$ cat src/rtl/fifo_collect_pkg.sv
// Shared types and sizing helpers for the systolic result collector.
package fifo_collect_pkg;

   typedef enum logic [1:0] {
      StIdle,
      StSkip,
      StCollect,
      StFull
   } collect_state_e;

   // Counter width that never collapses to zero bits.
   function automatic int unsigned cnt_w(input int unsigned n);
      return ($clog2(n) < 1) ? 1 : $clog2(n);
   endfunction

endpackage

$ cat src/rtl/fifo_collect.sv
// Serial-in, parallel-out collector: drops SKIP skew beats after start, then gathers DEPTH
// signed words into a vector held until the consumer acknowledges with rd.
module fifo_collect
   import fifo_collect_pkg::*;
#(
   parameter int unsigned DEPTH = 8,
   parameter int unsigned BITS  = 32,
   parameter int unsigned SKIP  = DEPTH - 1
) (
   input  logic                   clk,
   input  logic                   rst_n,
   input  logic                   start,
   input  logic                   en,
   input  logic signed [BITS-1:0] d,
   input  logic                   rd,
   output logic signed [BITS-1:0] q [DEPTH],
   output logic                   valid,
   output logic                   busy
);

   localparam int unsigned IW = cnt_w(DEPTH);
   localparam int unsigned SW = cnt_w(SKIP + 1);
   localparam logic [IW-1:0] IdxLast  = IW'(DEPTH - 1);
   // Only meaningful when SKIP > 0; the skip state is unreachable otherwise.
   localparam logic [SW-1:0] SkipLast = SW'((SKIP == 0) ? 0 : SKIP - 1);

   collect_state_e         state_q, state_d;
   logic [IW-1:0]          idx_q, idx_d;
   logic [SW-1:0]          skip_q, skip_d;
   logic signed [BITS-1:0] vec_q [DEPTH];
   logic signed [BITS-1:0] vec_d [DEPTH];

   always_comb begin
      state_d = state_q;
      idx_d   = idx_q;
      skip_d  = skip_q;
      vec_d   = vec_q;
      if (start) begin
         vec_d   = '{default: '0};
         idx_d   = '0;
         skip_d  = '0;
         state_d = (SKIP > 0) ? StSkip : StCollect;
      end else begin
         unique case (state_q)
            StIdle: ;
            StSkip: begin
               if (en) begin
                  skip_d = skip_q + SW'(1);
                  if (skip_q == SkipLast) state_d = StCollect;
               end
            end
            StCollect: begin
               if (en) begin
                  vec_d[idx_q] = d;
                  idx_d        = idx_q + IW'(1);
                  if (idx_q == IdxLast) state_d = StFull;
               end
            end
            StFull: begin
               if (rd) state_d = StIdle;
            end
            default: state_d = StIdle;
         endcase
      end
   end

   always_ff @(posedge clk) begin
      if (!rst_n) begin
         state_q <= StIdle;
         idx_q   <= '0;
         skip_q  <= '0;
         vec_q   <= '{default: '0};
      end else begin
         state_q <= state_d;
         idx_q   <= idx_d;
         skip_q  <= skip_d;
         vec_q   <= vec_d;
      end
   end

   assign q     = vec_q;
   assign valid = (state_q == StFull);
   assign busy  = (state_q == StSkip) || (state_q == StCollect);

endmodule
$ cat config.mk
export PLATFORM = sky130hd
export DESIGN_NAME = fifo_collect
export DESIGN_NICKNAME = d
export VERILOG_FILES = /design/src/rtl/fifo_collect_pkg.sv /design/src/rtl/fifo_collect.sv
export SDC_FILE = /design/constraint.sdc
export NUM_CORES = 1
export LEC_CHECK = 0
export BUFFER_PORTS_ARGS = -buffer_cell sky130_fd_sc_hd__clkbuf_2
export CAP_MARGIN = 25
export CORE_MARGIN = 4
export CORE_UTILIZATION = 55
export DETAILED_ROUTE_END_ITERATION = 7
export HOLD_SLACK_MARGIN = 0.08
export PLACE_DENSITY = 0.91
export SYNTH_ARGS = -nofsm -noshare
export SYNTH_HDL_FRONTEND = slang
export SYNTH_SLANG_ARGS = --single-unit
$ cat constraint.sdc
create_clock -name clk -period 3.7 [get_ports clk]
set_input_delay 0.185 -clock clk [delete_from_list [all_inputs] [get_ports clk]]
set_output_delay 0.185 -clock clk [all_outputs]
set_load 0.02 [all_outputs]
Yosys cells after proc, flatten, opt, wreduce, memory -nomap -nowiden

Index checks and enable logic that the tools add are counted.

Register bits: 264
Latch bits: 0
Memory bits (writable): 0
Memory bits (read-only): 0
Input port bits: 37
Output and inout bits: 258
Memories kept: 0

$add $sub $neg: 2
Multipliers: 0
Div/mod/pow operators: 0
Order comparisons: 2
Equality and inequality tests: 15
Shift-type cells: 0
Muxes and demuxes: 10
Bitwise logic cells: 2
Reduce and logical (&&, ||, !) cells: 9

Operators by type and width:

| cell                  | number |
|---|---|
| $bwmux W256           | 1 |
| $demux W32 S3         | 1 |
| $mux W32              | 1 |
| $ne A3 B3 Y1 const B  | 5 |
| $reduce_and A6 Y1     | 2 |
| $mux W2               | 5 |
| $ne A2 B2 Y1 const B  | 5 |
| $add A3 B1 Y3 const B | 2 |
| $eq A3 B3 Y1 const B  | 2 |
| $pmux W2 S3           | 1 |
| $eq A2 B2 Y1 const B  | 2 |
| $ge A4 B4 Y1 const B  | 1 |
| $lt A4 B1 Y1 const B  | 1 |
| $not A3 Y4            | 1 |
| $reduce_and A2 Y1     | 2 |
| $reduce_bool A4 Y1    | 1 |
| $reduce_bool A3 Y1    | 1 |
| $eq A2 B1 Y1 const B  | 1 |
| $reduce_or A2 Y1      | 1 |
| $logic_and A1 B1 Y1   | 1 |
| $logic_or A1 B1 Y1    | 1 |
| $mux W1               | 1 |
| $not A1 Y1            | 1 |

Logic depth before layout (Yosys ltp)

Depth in word-level cells: 6
Mapped depth: 8
Gate-level depth less buffers: 6

Least setup slack after synthesis

Ideal clock, no wire load.

Kind: register to register
Start point: register state_q[0]
End point: register vec_q, in the netlist q[161]
Setup time: 0.132 ns
Arrival: 1.564 ns
Slack: 2.004 ns
Cell stages (with the launch flop): 9
Buffers on the path: 2
Clock period less this slack: 1.696 ns
Cells stage by stage: dfxtp_1 -> inv_1 -> ha_1 -> nand3_2 -> or3_1 -> clkbuf_1 -> buf_2 -> nand2_1 -> a21oi_1

Cells in the longest elaborated chain, start to end: 2

RTL lines:

| item                        | RTL line           | source |
|---|---|---|
| start, declared             | fifo_collect.sv:27 | `collect_state_e state_q, state_d;` |
| start signal, assigned      | fifo_collect.sv:69 | `state_q <= StIdle;` |
| start signal, assigned      | fifo_collect.sv:74 | `state_q <= state_d;` |
| $eq A2 B2 Y1                | fifo_collect.sv:44 | `unique case (state_q)` |
| $reduce_and A2 Y1 (no line) | n/a                |  |
| end signal, assigned        | fifo_collect.sv:77 | `vec_q <= vec_d;` |
| end, declared               | fifo_collect.sv:30 | `logic signed [BITS-1:0] vec_q [DEPTH];` |

Every way passes these cells.
A chain may end at the register's enable or synchronous reset.

Worst setup path after layout

Start point: register state_q[1]
End point: register state_q[0]

Cells in the longest elaborated chain, start to end: 3
Elaborated cells on any way between the ends: 12
Classes of those cells: eq/ne (8); mux (2); reduce/logical (2)

RTL lines:

| item                                                          | RTL line |
|---|---|
| $eq A2 B2 Y1 / $eq A2 B1 Y1 (equally long branches)           | fifo_collect.sv:44 |
| $ne A3 B3 Y1 (no line) (tied with other cells)                | n/a |
| $reduce_and A6 Y1 (no line) / $mux W1 (equally long branches) | n/a |

Parallel ways exist; a longest one is shown, timed or not.

==> metrics.txt <==
share of flip-flops with an asynchronous set or reset 0; portion of the post-synthesis area used by sequential elements 0.558; final critical delay including setup and external delays 2.97 ns; complex-gate fraction of the synthesized area 0.140; post-synthesis register bit count 264; ratio of cells with drive above 1 in the final layout 0.248; RePlAce Congestion 0.828; Post-Route Skew 0.0202 ns; Synth Cell Area 9470 um^2; I/O Pins 295; wire length per cell after detailed routing 18.0 um; post-detailed-route count of antenna-violating nets 0; mux contribution to synthesized area 0.00119; hold_ws 0.252 ns; main combinational cell family by area after synthesis simple AND/OR/NAND/NOR gates; DPL Wire Length 20300 um; most frequent CP cell sky130_fd_sc_hd__dlygate4sd3_1; number of fillers in the final layout 1202; setup TNS after final layout 0 ns; wire length of the first global-routing pass 47500 um; via-per-instance ratio 5.49; Port-buffer cells 294; top cells by instance count after synthesis sky130_fd_sc_hd__nand2_1 (517), sky130_fd_sc_hd__dfxtp_1 (264), sky130_fd_sc_hd__a21oi_1 (260); DRC viols 0; Total Die Area 19400 um^2; total global routing overflow 0; critical path's top delay family buffers and inverters; starting density of the core 0.567; top cell type by total area after synthesis sky130_fd_sc_hd__dfxtp_1; via count of the first global-routing pass 9089; number of CTS-inserted buffers 26; placement row count 47; synthesized-area fraction occupied by xor and xnor cells 0.00277; peak supply drop 0.000389 V; worst max-slew margin expressed relative to the limit 0.391; maximum number of pins on one net before global-route repair 123; proportion of netlist area held by the largest area contributor 0.558; arithmetic-cell share of the synthesized area counting full adders, half adders and majority gates 0.0119; clock tree root driver cell sky130_fd_sc_hd__clkbuf_16; CTS tree done; Synth-to-Final Area Change 29.0%; data required time at the worst endpoint 4.12 ns; area inside the core boundary 16700 um^2; number of buffers between clock root and the deepest sink 3; number of failing setup endpoints in the final timing report 0; static leakage 4.71 nW; initial antenna violation count 0; net count after synthesis 1263; number of buffer and inverter instances along the worst setup path 3; Setup Crit Path Kind reg2reg; synthesized netlist cell count 1217; Tcrit/Tclk final 0.802; nets@finish 1520; post-synthesis simple-gate area fraction 0.227; outcome complete, no violations; maximum fanout along the worst path 6; crit path capture type register; commonest register cell after synthesis sky130_fd_sc_hd__dfxtp_1; maximum level of the CTS H-tree 1; cell area after placement 10900 um^2; RSZ-0062 raised after global routing no; source-to-sink clock delay at the later pin of the worst-skew pair 0.53 ns; number of violations of the max-capacitance limit 0; data arrival at the endpoint of the critical path 3.38 ns; Synth Warn # 0; Layout Cell Area excl Fill 12200 um^2; Final Max Tran Viols 0; Pwr Density 485 nW/um^2; Post-synth EDFFs 0; number of iterations in the first detailed-routing pass 5; cell at the slowest stage of the critical path sky130_fd_sc_hd__dlygate4sd3_1; Die X 139 um; worst-path cell chain inv_1, ha_1, a21boi_0, or4_1, o21ai_0, dlygate4sd3_1, a21oi_1, dlygate4sd3_1; Max Freq 337 MHz; class of the worst hold path in2reg; highest cell delay on the worst timing path 0.63 ns; Die Span Y 139 um; clock transition at the registers of the reported paths 0.06 ns; Avg Synthesized Cell Area 7.78 um^2; Cell variety after synth 27; antenna cell count 0; largest cells by area after synthesis sky130_fd_sc_hd__dfxtp_1 (56%), sky130_fd_sc_hd__nand2_1 (20%), sky130_fd_sc_hd__a21oi_1 (14%); critical path launch point type register; iteration-0 DRC count of the detailed router 630; clock sinks 264; WL final 30800 um; transition time at the pin with the least slew margin 0.912 ns; leading cell type by number of instances after synthesis sky130_fd_sc_hd__nand2_1; global-route total usage across every layer 0.301; Final Hold Violating Endpoints 0; total number of vias 9403; post-CTS setup buffer count 0
[power breakdown]
| group | internal (mW) | total, mW | switching (mW) |
|---|---|---|---|
| clock | 1.72 | 2.84 | 1.12 |
| sequential | 2.85 | 2.85 | 0.00597 |
| combinational | 0.0732 | 0.231 | 0.158 |
| total | 4.64 | 5.92 | 1.28 |
[worst paths after layout]
path | startpoint | end | slack, ns | cells past startpoint
max | state_q[1] | state_q[0] | 0.73 | 8
min | rd | state_q[1] | 0.25 | 4
max reg2reg | state_q[1] | state_q[0] | 0.73 | 8
min reg2reg | q[30] | q[30] | 0.45 | 2
[cells in the final DEF (no fill, tap or decap), drive strengths merged]
master | synthesis | routed
nor2 | 14 | 14
dfxtp | 264 | 264
a21boi | 1 | 1
bufinv | 0 | 3
clkinvlp | 0 | 1
o22ai | 1 | 1
ha | 9 | 9
nor3 | 2 | 2
xor2 | 2 | 2
nor4 | 1 | 1
xnor2 | 1 | 1
a21oi | 260 | 260
inv | 4 | 4
nor2b | 1 | 1
a311oi | 1 | 1
or2 | 6 | 6
nand2b | 3 | 3
or4 | 2 | 2
dlygate4sd3 | 0 | 36
nand2 | 517 | 517
clkinv | 0 | 6
mux2 | 1 | 1
o21ai | 1 | 1
clkbuf | 42 | 332
or3 | 2 | 2
nand3 | 4 | 4
buf | 77 | 18
nand3b | 1 | 1
[timing repair]
action	4_1_cts	5_1_grt
gates resized for setup	0	0
endpoints found under the hold margin	245	0
hold buffers	36	0
[cell families (layout without fill, tap and decap cells)]
kind of cell             after synthesis  after routing
AND/OR/NAND/NOR                      553            553
AO/OA/AOI/OAI                        264            264
flip-flops                           264            264
buffers and inverters                123            400
adder cells (fa/ha/maj)                9              9
XOR/XNOR                               3              3
multiplexers                           1              1
[worst reg2reg max path, cell delays in order (launching register included)]
cell and delay [ns]:
sky130_fd_sc_hd__dfxtp_1 0.38, sky130_fd_sc_hd__inv_1 0.10, sky130_fd_sc_hd__ha_1 0.26, sky130_fd_sc_hd__a21boi_0 0.18
sky130_fd_sc_hd__or4_1 0.49, sky130_fd_sc_hd__o21ai_0 0.22, sky130_fd_sc_hd__dlygate4sd3_1 0.63, sky130_fd_sc_hd__a21oi_1 0.05
sky130_fd_sc_hd__dlygate4sd3_1 0.55
[sequential cells by signal, summed over array words and instances (netlist names)]
| register | flops |
|---|---|
| idx_q | 3 |
| q | 256 |
| skip_q | 3 |
| state_q | 2 |
[metrics by stage]
step | power, mW | setup slack, ns | instances | utilization
after floorplan | 3.05 | 2.00 | 1217 | -
final | 5.92 | 0.732 | 1714 | 0.732
after global routing | 6.05 | 0.626 | 1714 | 0.732
after global placement | 3.10 | 1.44 | 1627 | 0.649
after detailed placement | 3.11 | 1.42 | 1630 | 0.654
after CTS | 5.93 | 0.889 | 1714 | 0.732
[per-layer routing]
| metal | GRT usage | routed length, um | up-vias | part of all wire |
|---|---|---|---|---|
| li1 | - | - | 4385 | - |
| met1 | 0.360 | 11400 | 4370 | 0.37 |
| met2 | 0.509 | 14500 | 526 | 0.47 |
| met3 | 0.0683 | 3310 | 122 | 0.11 |
| met4 | 0.152 | 1620 | 0 | 0.053 |
| met5 | 0 | 0 | - | 0 |
[area by class of cell]
class,instances,area [um^2],area share
Sequential cell,264,5290,0.433
Multi-Input combinational cell,830,3660,0.300
Timing Repair Buffer,348,2040,0.167
Clock buffer,38,807,0.0661
Tap cell,220,275,0.0225
Clock inverter,10,131,0.0108
Inverter,4,15.0,0.00123
No activity file was read; power rests on OpenSTA's default activity.
